--- src/rtl/wide_add_sequencer.sv ---
// Multi-cycle wide adder/subtractor: streams one WORD_W slice per cycle (LSW first)
// through an external CLA, chaining its carry-out, and returns sum/carry/overflow.
module wide_add_sequencer #(
    parameter int WORD_W    = 16,
    parameter int NUM_WORDS = 4
) (
    input  logic                        clk,
    input  logic                        rst_n,
    input  logic                        in_valid,
    output logic                        in_ready,
    input  logic [WORD_W*NUM_WORDS-1:0] in_a,
    input  logic [WORD_W*NUM_WORDS-1:0] in_b,
    input  logic                        in_cin,
    input  logic                        in_sub,
    output logic                        out_valid,
    input  logic                        out_ready,
    output logic [WORD_W*NUM_WORDS-1:0] out_sum,
    output logic                        out_cout,
    output logic                        out_ovf,
    output logic [WORD_W-1:0]           cla_a,
    output logic [WORD_W-1:0]           cla_b,
    output logic                        cla_cin,
    input  logic [WORD_W-1:0]           cla_s,
    input  logic                        cla_cout
);
    localparam int N     = WORD_W * NUM_WORDS;
    localparam int IDX_W = (NUM_WORDS > 1) ? $clog2(NUM_WORDS) : 1;
    localparam logic [IDX_W-1:0] LAST_IDX = IDX_W'(NUM_WORDS - 1);

    typedef enum logic [1:0] {IDLE, RUN, DONE} state_t;

    state_t           state_q, state_d;
    logic [IDX_W-1:0] idx_q, idx_d;
    logic             carry_q, carry_d;
    logic [N-1:0]     a_q, a_d;
    logic [N-1:0]     b_q, b_d;
    logic [N-1:0]     sum_q, sum_d;
    logic             cout_q, cout_d;
    logic             ovf_q, ovf_d;
    logic             in_ready_q, in_ready_d;
    logic             out_valid_q, out_valid_d;

    always_comb begin
        state_d     = state_q;
        idx_d       = idx_q;
        carry_d     = carry_q;
        a_d         = a_q;
        b_d         = b_q;
        sum_d       = sum_q;
        cout_d      = cout_q;
        ovf_d       = ovf_q;
        in_ready_d  = in_ready_q;
        out_valid_d = out_valid_q;
        case (state_q)
            IDLE: begin
                if (in_valid && in_ready_q) begin
                    // B is stored already inverted for subtract so RUN never looks at in_sub
                    a_d        = in_a;
                    b_d        = in_b ^ {N{in_sub}};
                    carry_d    = in_sub | in_cin;
                    idx_d      = '0;
                    in_ready_d = 1'b0;
                    state_d    = RUN;
                end
            end
            RUN: begin
                sum_d[int'(idx_q)*WORD_W +: WORD_W] = cla_s;
                carry_d = cla_cout;
                if (idx_q == LAST_IDX) begin
                    cout_d      = cla_cout;
                    ovf_d       = (a_q[N-1] == b_q[N-1]) && (cla_s[WORD_W-1] != a_q[N-1]);
                    out_valid_d = 1'b1;
                    state_d     = DONE;
                end else begin
                    idx_d = idx_q + 1'b1;
                end
            end
            DONE: begin
                if (out_ready) begin
                    out_valid_d = 1'b0;
                    in_ready_d  = 1'b1;
                    state_d     = IDLE;
                end
            end
            default: begin
                out_valid_d = 1'b0;
                in_ready_d  = 1'b1;
                state_d     = IDLE;
            end
        endcase
    end

    always_ff @(posedge clk or negedge rst_n) begin
        if (!rst_n) begin
            state_q     <= IDLE;
            idx_q       <= '0;
            carry_q     <= 1'b0;
            a_q         <= '0;
            b_q         <= '0;
            sum_q       <= '0;
            cout_q      <= 1'b0;
            ovf_q       <= 1'b0;
            in_ready_q  <= 1'b1;
            out_valid_q <= 1'b0;
        end else begin
            state_q     <= state_d;
            idx_q       <= idx_d;
            carry_q     <= carry_d;
            a_q         <= a_d;
            b_q         <= b_d;
            sum_q       <= sum_d;
            cout_q      <= cout_d;
            ovf_q       <= ovf_d;
            in_ready_q  <= in_ready_d;
            out_valid_q <= out_valid_d;
        end
    end

    // CLA operands come straight from registers; idx_q parks on the last slice in DONE
    assign cla_a     = a_q[int'(idx_q)*WORD_W +: WORD_W];
    assign cla_b     = b_q[int'(idx_q)*WORD_W +: WORD_W];
    assign cla_cin   = carry_q;
    assign in_ready  = in_ready_q;
    assign out_valid = out_valid_q;
    assign out_sum   = sum_q;
    assign out_cout  = cout_q;
    assign out_ovf   = ovf_q;
endmodule

--- config.mk ---
export PLATFORM = sky130hd
export DESIGN_NAME = wide_add_sequencer
export DESIGN_NICKNAME = d
export VERILOG_FILES = /design/src/rtl/wide_add_sequencer.sv
export SDC_FILE = /design/constraint.sdc
export NUM_CORES = 1
export LEC_CHECK = 0
export CORE_UTILIZATION = 45
export CTS_BUF_LIST = sky130_fd_sc_hd__clkbuf_8
export CTS_CLUSTER_DIAMETER = 60
export DETAILED_ROUTE_END_ITERATION = 10
export PLACE_DENSITY = 0.75
export SLEW_MARGIN = 20
export SYNTH_ARGS = -nofsm -noshare
export SYNTH_HDL_FRONTEND = slang
export SYNTH_SLANG_ARGS = --single-unit
--- constraint.sdc ---
create_clock -name clk -period 2.5 [get_ports clk]
set_input_delay 0.75 -clock clk [delete_from_list [all_inputs] [get_ports clk]]
set_output_delay 0.75 -clock clk [all_outputs]
set_load 0.1 [all_outputs]
-- Word level (Yosys, flattened, before mapping)
Cells that the tools add are included.
- add/sub/neg operators: 2
- equality and inequality tests: 9
- shift operators: 4
- mux-type cells: 16
- bitwise operators: 4
- reduce and logical (&&, ||, !) cells: 11
- operator list (operator ; number):
    64-bit by 7-bit indexed part select with 16-bit output ; 2
    64-bit bitwise mux ; 1
    16-bit by 33-bit variable shift with 64-bit output (first input constant) ; 1
    16-bit by 33-bit indexed part select with 64-bit output ; 1
    64-bit bitwise XOR ; 1
    6-bit negator with 33-bit output ; 1
    3-bit AND reduction ; 4
    2-bit 2-to-1 mux ; 5
    2-bit != test (second input constant) ; 4
    1-bit one-hot mux with 3 select lines ; 2
    2-bit one-hot mux with 3 select lines ; 1
    2-bit AND reduction ; 3
    1-bit 2-to-1 mux ; 5
    2-bit equality test (second input constant) ; 2
    2-bit one-hot mux with 2 select lines ; 1
    2-bit by 1-bit adder with 2-bit output (second input constant) ; 1
    2-bit by 1-bit equality test with 1-bit output (second input constant) ; 1
    1-bit logical AND ; 2
    2-bit logical NOT ; 1
    1-bit inverter ; 2
    1-bit one-hot mux with 2 select lines ; 1
    2-bit nonzero test ; 1
    1-bit equality test ; 1
    1-bit != test ; 1
    1-bit bitwise OR ; 1
- bits in registers: 201
- input bits: 151
- output and inout bits: 101
- word-level logic and storage cells: 56

-- Depth between registers and ports, before layout
Gate-level depths: netlist of the first run.
- word-level depth: 3
- mapped depth: 9
- gate-level depth less buffers: 5

-- Worst setup path before layout of the first run
OpenSTA, ideal clock, no wires.
- path kind: reg-to-output
- from: register idx_q[0]
- to: output port cla_a[0]
- arrival: 1692 ps
- data required time: 1750 ps
- setup slack: 58 ps
- cell stages (with the launch flop): 4
- path buffers: 2
- cell sequence: dfrtp_1 -> buf_4 -> buf_2 -> mux4_2
- word-level cells in the longest chain between the ends: 1
- RTL lines (item ; line ; text):
    start: declaration ; 33 ; logic [IDX_W-1:0] idx_q, idx_d;
    start signal: assignment ; 107 ; idx_q <= idx_d;
    64-bit by 7-bit indexed part select with 16-bit output ; 120 ; assign cla_a = a_q[int'(idx_q)*WORD_W +: WORD_W];
    end: declaration ; 20 ; output logic [WORD_W-1:0] cla_a,
Every way passes these cells.

-- Final worst setup path of the first run
- from: register idx_q[0]
- to: output port cla_a[2]
Same word-level chain as after synthesis.

==> results of run 1 <==
per-stage QoR:
stage,setup WS [ps],setup TNS (ps),cells
after floorplan,58.0,0,850
after global placement,266,0,1329
after detailed placement,221,0,1329
after CTS,-231,-6460,1393
after global routing,-251,-7220,1393
final,-190,-5110,1393
worst max path at each step:
stage	start	to	cells past startpoint
3_3_place_gp	in_valid	a_q[37]	5
6_report	idx_q[0]	cla_a[2]	4
2_1_floorplan	idx_q[0]	cla_a[0]	3
4_1_cts	idx_q[0]	cla_a[2]	4
3_5_place_dp	in_valid	b_q[58]	5
5_1_grt	idx_q[0]	cla_a[2]	4
registers in the layout, summed over array words and instances, names as in the netlist:
| signal | flops |
|---|---|
| cla_cin | 1 |
| b_q | 64 |
| state_q | 2 |
| out_valid | 1 |
| out_sum | 64 |
| idx_q | 2 |
| a_q | 64 |
| out_ovf | 1 |
| in_ready | 1 |
| out_cout | 1 |
cell type report:
type                    instances  area (µm²)  share of cell area
clock buffers                  45         619              0.0483
clock inverters                13        58.8             0.00459
inverters                       3        11.3            0.000879
multi-input cells             588        3650               0.285
flip-flops and latches        201        5030               0.393
well taps                     265         332              0.0259
repair buffers                278        3110               0.243
kinds of logic after synthesis:
logic type               synth area share
flip-flops                          0.562
multiplexers                       0.0818
adder cells (fa/ha/maj)           0.00839
AO/OA/AOI/OAI                      0.0917
buffers and inverters              0.0328
XOR/XNOR                           0.0626
AND/OR/NAND/NOR                     0.161
synthesized netlist by cell type:
cell type / n / share of area
o21ai_0: 99 / 0.055
clkbuf_1: 24 / 0.010
a22o_1: 32 / 0.031
mux4_2: 32 / 0.081
a21oi_1: 3 / 0.0017
mux2_2: 1 / 0.0013
nor2_1: 5 / 0.0021
o2bb2ai_1: 1 / 0.00098
o21ai_1: 1 / 0.00056
nor3_1: 3 / 0.0017
nand3b_4: 1 / 0.0022
buf_6: 2 / 0.0025
nand4bb_1: 1 / 0.0013
buf_4: 4 / 0.0034
o22a_1: 1 / 0.00098
clkbuf_2: 1 / 0.00056
xnor2_1: 64 / 0.063
nand3b_1: 3 / 0.0025
nor3b_1: 1 / 0.00084
dfrtp_1: 200 / 0.56
inv_1: 3 / 0.0013
nor4_4: 1 / 0.0024
ha_1: 6 / 0.0084
or3_1: 1 / 0.00070
dfstp_2: 1 / 0.0029
nand2_1: 324 / 0.14
nor4b_4: 2 / 0.0053
and4bb_2: 2 / 0.0028
nand2b_4: 1 / 0.0015
buf_2: 27 / 0.015
nor2b_1: 2 / 0.0014
o31ai_1: 1 / 0.00084
per-layer routing:
| metal | up-vias | share of wire | wire length, µm | GRT usage |
|---|---|---|---|---|
| li1 | 3343 | - | - | - |
| met5 | - | 0.0012 | 28 | 0 |
| met3 | 36 | 0.088 | 2050 | 0.0788 |
| met4 | 4 | 0.019 | 429 | 0.0741 |
| met2 | 214 | 0.47 | 11000 | 0.382 |
| met1 | 3338 | 0.42 | 9690 | 0.299 |
what timing repair did:
| action | CTS | global route |
|---|---|---|
| hold endpoints to repair | 0 | 0 |
| gates cloned | 3 | 0 |
| setup buffers | 4 | 0 |
| setup endpoints to repair | 32 | 38 |
| gates resized for setup | 11 | 1 |
==> results_dict.tcl, run 1 <==
set metrics [dict create \
    die_y_um 143 \
    finClkSkew_ps 23.5 \
    worst_ep_arrival_time_ps 1940 \
    hold_viol_final 0 \
    max_stage_delay_ps 560 \
    postRouteAntennaNets 0 \
    place_area_um2 12000 \
    dieArea_um2 20500 \
    cts_max_level 2 \
    path_cells "buf_12, buf_16, mux4_2, buf_12" \
    rsz0062_at_grt "yes" \
    start_kind "flop" \
    ys_warn_count 0 \
    first_iter_violations 271 \
    finalCritPeriodShare 1.08 \
    grt.overflow.total 0 \
    critical_path_class "flop to output port" \
    layout_common_cells "nand2_1, dfrtp_1, clkdlybuf4s50_1, o21ai_0, buf_4" \
    die_w_um 143 \
    min_period_ps 2690 \
    regToRegStartpoint "idx_q[0]" \
    post-route-util 0.658 \
    violations "setup timing" \
    end_kind "output port" \
    tightest_slew_ps 634 \
    syn_nets 1007 \
    antenna_found_initial 4 \
    cp_max_fo 6 \
    yosysSeqAreaShare 0.562 \
    hpwl_um 16000 \
    fin_nets 1264 \
    critPathRequiredTime_ps 1750 \
    syn_to_final_growth_pct 43.1 \
    root_buffer "clkbuf_8" \
    r2r_end "out_sum[2]" \
    whs_ps 210 \
    max_freq_mhz 372 \
    final_common_cell "nand2_1" \
    ctsHoldBuffers 0 \
    coreArea_um2 19500 \
    reg2reg_slack_ps 150 \
    diodes 0 \
    rr_worst_depth 7 \
    maxSlewViolCount 0 \
    hold_class "primary input to asynchronous set/reset pin" \
    maxCapViolCount 0 \
    dr_total_vias 6935 \
    avgSynthCellArea_um2 10.5 \
    insertion_delay_ps 510 \
    gp_congestion 0.788 \
    io_buffer_count 251 \
    cts_buffers 35 \
    cts_tree "done" \
    ios 252 \
    drc_errors 0 \
    start_util 0.460 \
    final_area_um2 12800 \
    critical_path.top_delay_family "multiplexers" \
    finalWirelength_um 23100 \
    syn_area_um2 8950 \
    viasPerCell 4.98 \
    wl_per_cell_um 16.6 \
    nFillCells 1504 \
    slew_headroom 0.576 \
    finalSetupViolCount 32 \
    ys_seq_elements 201 \
    path_clk_slew_ps 60 \
    clkSinkCount 201 \
    synth_cell_type_count 32 \
    clockBufferDepth 3 \
    grtUsageTotal 0.236 \
    timing.critical_path.mode_cell "buf_12" \
    setup_ws_ps -190 \
    grt_pass1_wl_um 37100 \
    dr.pass1.iters 4 \
    synthCells 850 \
    num_rows 51 \
    path_buf_inv 3 \
    drive_above_1_share 0.197 \
    grt_pass1_vias 7161 \
    slowest_stage "mux4_2" \
    outcome "finished with violations" \
    grt_max_degree 66 \
]
Power of run 1 is not shown: default switching activity piles up to over one toggle a cycle in this logic, so the estimate is an artifact.
==> run 2: changes to the inputs <==
Settings changed: REMOVE_ABC_BUFFERS from default to 1.
==> run 2 against run 1 <==
Net effect: the flow still finishes with violations (setup timing); sequential cell count did not move; final area is 0.27% higher; cell count rose by 0.86%; critical path depth unchanged; non-clock buffer count increased by 11; critical path type unchanged.
==> results_dict.tcl, run 2 (same netlist as run 1, synthesis figures left out) <==
set metrics [dict create \
    diodes 0 \
    slowest_stage "mux4_2" \
    reg2reg_slack_ps 180 \
    die_w_um 143 \
    path_buf_inv 3 \
    start_kind "flop" \
    max_stage_delay_ps 530 \
    r2r_end "out_sum[6]" \
    gp_congestion 0.791 \
    violations "setup timing" \
    dieArea_um2 20500 \
    clkSinkCount 201 \
    first_iter_violations 284 \
    rr_worst_depth 7 \
    regArea_um2 5040 \
    fin_nets 1276 \
    outcome "finished with violations" \
    path_clk_slew_ps 50 \
    rsz0062_at_grt "yes" \
    setup_tns_ps -5470 \
    finalSetupViolCount 32 \
    insertion_delay_ps 510 \
    postRouteAntennaNets 0 \
    regToRegStartpoint "idx_q[0]" \
    syn_to_final_growth_pct 43.5 \
    ios 252 \
    finalWirelength_um 23400 \
    whs_ps 193 \
    cts_max_level 2 \
    die_y_um 143 \
    max_freq_mhz 372 \
    hpwl_um 15900 \
    critical_path.top_delay_family "multiplexers" \
    layout_common_cells "nand2_1, dfrtp_1, clkdlybuf4s50_1, o21ai_0, buf_4" \
    critPathRequiredTime_ps 1750 \
    post-route-util 0.660 \
    cts_tree "done" \
    io_buffer_count 251 \
    maxSlewViolCount 0 \
    tightest_slew_ps 631 \
    final_common_cell "nand2_1" \
    ctsHoldBuffers 0 \
    grt.overflow.total 0 \
    maxCapViolCount 0 \
    viasPerCell 5.06 \
    cts_buffers 36 \
    root_buffer "clkbuf_8" \
    start_util 0.460 \
    grtUsageTotal 0.235 \
    critical_path_class "flop to output port" \
    nFillCells 1517 \
    min_period_ps 2690 \
    dr.pass1.iters 4 \
    clockBufferDepth 3 \
    cp_max_fo 7 \
    grt_pass1_wl_um 36900 \
    worst_ep_arrival_time_ps 1940 \
    finClkSkew_ps 15.0 \
    wl_per_cell_um 16.7 \
    hold_viol_final 0 \
    grt_max_degree 65 \
    setup_ws_ps -191 \
    dr_total_vias 7105 \
    grt_pass1_vias 7288 \
    slew_headroom 0.578 \
    hold_class "primary input to asynchronous set/reset pin" \
    finalCritPeriodShare 1.08 \
    path_cells "buf_6, buf_16, mux4_2, buf_12" \
    end_kind "output port" \
    drive_above_1_share 0.203 \
    coreArea_um2 19500 \
    num_rows 51 \
    multi_input_area_um2 3650 \
    antenna_found_initial 0 \
    drc_errors 0 \
]
[run 2: cell types whose count changed in the layout (fill, tap and decap cells not counted), sizes merged]
cell      before  now
buf          129  140
inv           13   16
clkinv         2    1
clkinvlp       1    0
[run 2: how the worst max path moves through the flow]
stage / cells after the start / slack (ps) / start / endpoint
global placement: 5 / 160 / in_valid / b_q[43]
detailed placement: 5 / 140 / in_valid / b_q[22]
finish: 4 / -190 / idx_q[0] / cla_b[0]
floorplan: 3 / -3410 / in_ready / idx_q[0]
CTS: 4 / -230 / idx_q[0] / cla_a[10]
global route: 4 / -260 / idx_q[0] / cla_b[0]
[run 2: layout make-up]
cell class	count	area share
Clock buffer	45	0.0482
Multi-Input combinational cell	588	0.284
Sequential cell	201	0.392
Inverter	3	0.000877
Tap cell	265	0.0258
Clock inverter	14	0.00419
Timing Repair Buffer	289	0.245
[run 2: metal layers]
layer / global-route usage / part of all wire
met4: 0.0900 / 0.026
met5: 0 / 0
met3: 0.0895 / 0.11
met2: 0.397 / 0.48
met1: 0.268 / 0.39
[run 2: repair_timing]
action	in CTS	in global routing
setup buffers	6	4
gates resized for setup	6	7
endpoints found under the setup margin	32	35
gates cloned	3	0
[run 2: stage by stage]
stage | setup WS, ps | instance area (µm²) | cells
6_report | -191 | 12800 | 1405
4_1_cts | -231 | 12900 | 1404
2_1_floorplan | -3410 | 8670 | 792
3_5_place_dp | 142 | 12000 | 1336
5_1_grt | -263 | 12800 | 1405
3_3_place_gp | 156 | 12000 | 1336
Power of run 2 is left out for the same reason.
==> run 3: changes to the inputs <==
Settings changed: MAX_ROUTING_LAYER from default to met4, RECOVER_POWER from default to 25.
==> run 3 against run 2 <==
Net effect: the flow still finishes with violations (setup timing); die area did not move; routed wire length is 0.16% lower; non-clock buffer count stayed put; global-route usage grew 0.69 points; final area is 0.45% lower.
==> results_dict.tcl, run 3 (same netlist as run 1, synthesis figures left out) <==
set metrics [dict create \
    antenna_found_initial 0 \
    diodes 0 \
    hpwl_um 15900 \
    finalSetupViolCount 32 \
    critical_path.top_delay_family "multiplexers" \
    ctsHoldBuffers 0 \
    setup_ws_ps -192 \
    path_clk_slew_ps 60 \
    grt.overflow.total 0 \
    die_w_um 143 \
    ios 252 \
    num_rows 51 \
    min_period_ps 2690 \
    drive_above_1_share 0.202 \
    grt_pass1_vias 7310 \
    gp_congestion 0.802 \
    finalWirelength_um 23400 \
    root_buffer "clkbuf_8" \
    hold_class "primary input to asynchronous set/reset pin" \
    critical_path_class "flop to output port" \
    place_ws_ps 142 \
    slew_headroom 0.237 \
    critPathRequiredTime_ps 1750 \
    clkSinkCount 201 \
    end_kind "output port" \
    cp_max_fo 7 \
    path_buf_inv 3 \
    drc_errors 0 \
    dr.pass1.iters 4 \
    grtUsageTotal 0.242 \
    insertion_delay_ps 510 \
    start_kind "flop" \
    maxSlewViolCount 0 \
    cts_max_level 2 \
    wl_per_cell_um 16.6 \
    syn_to_final_growth_pct 42.9 \
    coreArea_um2 19500 \
    postRouteAntennaNets 0 \
    final_common_cell "nand2_1" \
    violations "setup timing" \
    hold_viol_final 0 \
    cts_buffers 36 \
    maxCapViolCount 0 \
    grt_max_degree 65 \
    dr_total_vias 7076 \
    finalCritPeriodShare 1.08 \
    start_util 0.460 \
    nFillCells 1527 \
    worst_ep_arrival_time_ps 1940 \
    path_cells "buf_6, buf_16, mux4_2, buf_12" \
    layout_common_cells "nand2_1, dfrtp_1, clkdlybuf4s50_1, o21ai_0, buf_4" \
    tightest_slew_ps 1140 \
    rsz0062_at_grt "yes" \
    viasPerCell 5.04 \
    fin_nets 1276 \
    clockBufferDepth 3 \
    first_iter_violations 302 \
    dieArea_um2 20500 \
    finClkSkew_ps 15.1 \
    cp_num_cells 4 \
    grt_pass1_wl_um 36900 \
    rr_worst_depth 7 \
    max_stage_delay_ps 530 \
    cts_tree "done" \
    io_buffer_count 251 \
    outcome "finished with violations" \
    die_y_um 143 \
    slowest_stage "mux4_2" \
    max_freq_mhz 371 \
]
==> run 3: cell types whose count changed in the layout (fill, tap and decap cells not counted), sizes merged <==
cell    previous run  this run
clkbuf            46        48
buf              140       138
==> run 3: layout make-up <==
type                            count  area (µm²)  area share
Sequential cell                   201        5040       0.394
Multi-Input combinational cell    588        3650       0.285
Inverter                            3        11.3    0.000881
Tap cell                          265         332      0.0259
Timing Repair Buffer              289        3090       0.242
Clock buffer                       45         619      0.0484
Clock inverter                     14        53.8     0.00421
==> run 3: final timing paths <==
path | end | slack (ps) | startpoint
min in group clk | a_q[31] | 470 | a_q[31]
min | out_sum[48] | 470 | rst_n
min reg2reg | a_q[31] | 470 | a_q[31]
max in group asynchronous | b_q[24] | 370 | rst_n
max reg2reg | out_sum[6] | 180 | idx_q[0]
max | cla_b[0] | -190 | idx_q[0]
==> run 3: per-layer routing <==
layer / track usage / vias up / wire [µm]
met2: 0.397 / 249 / 11200
li1: - / 3371 / -
met3: 0.0848 / 50 / 2180
met1: 0.271 / 3406 / 9370
met5: - / - / 0
met4: 0.0900 / 0 / 643
==> run 3: what timing repair did <==
item / CTS / global route
resized for setup: 6 / 7
setup buffers: 6 / 4
endpoints found under the setup margin: 32 / 35
cloned: 3 / 0
==> run 3: stage by stage <==
step	util	instance area (µm²)	hold slack, ps	setup TNS [ps]	instances
final	0.657	12800	466	-5450	1405
after global routing	0.657	12800	490	-7580	1405
after CTS	0.660	12900	172	-6660	1404
after detailed placement	0.619	12000	461	0	1336
after global placement	0.619	12000	452	0	1336
after floorplan	-	8670	440	-484030	792
Power of run 3 is left out for the same reason.
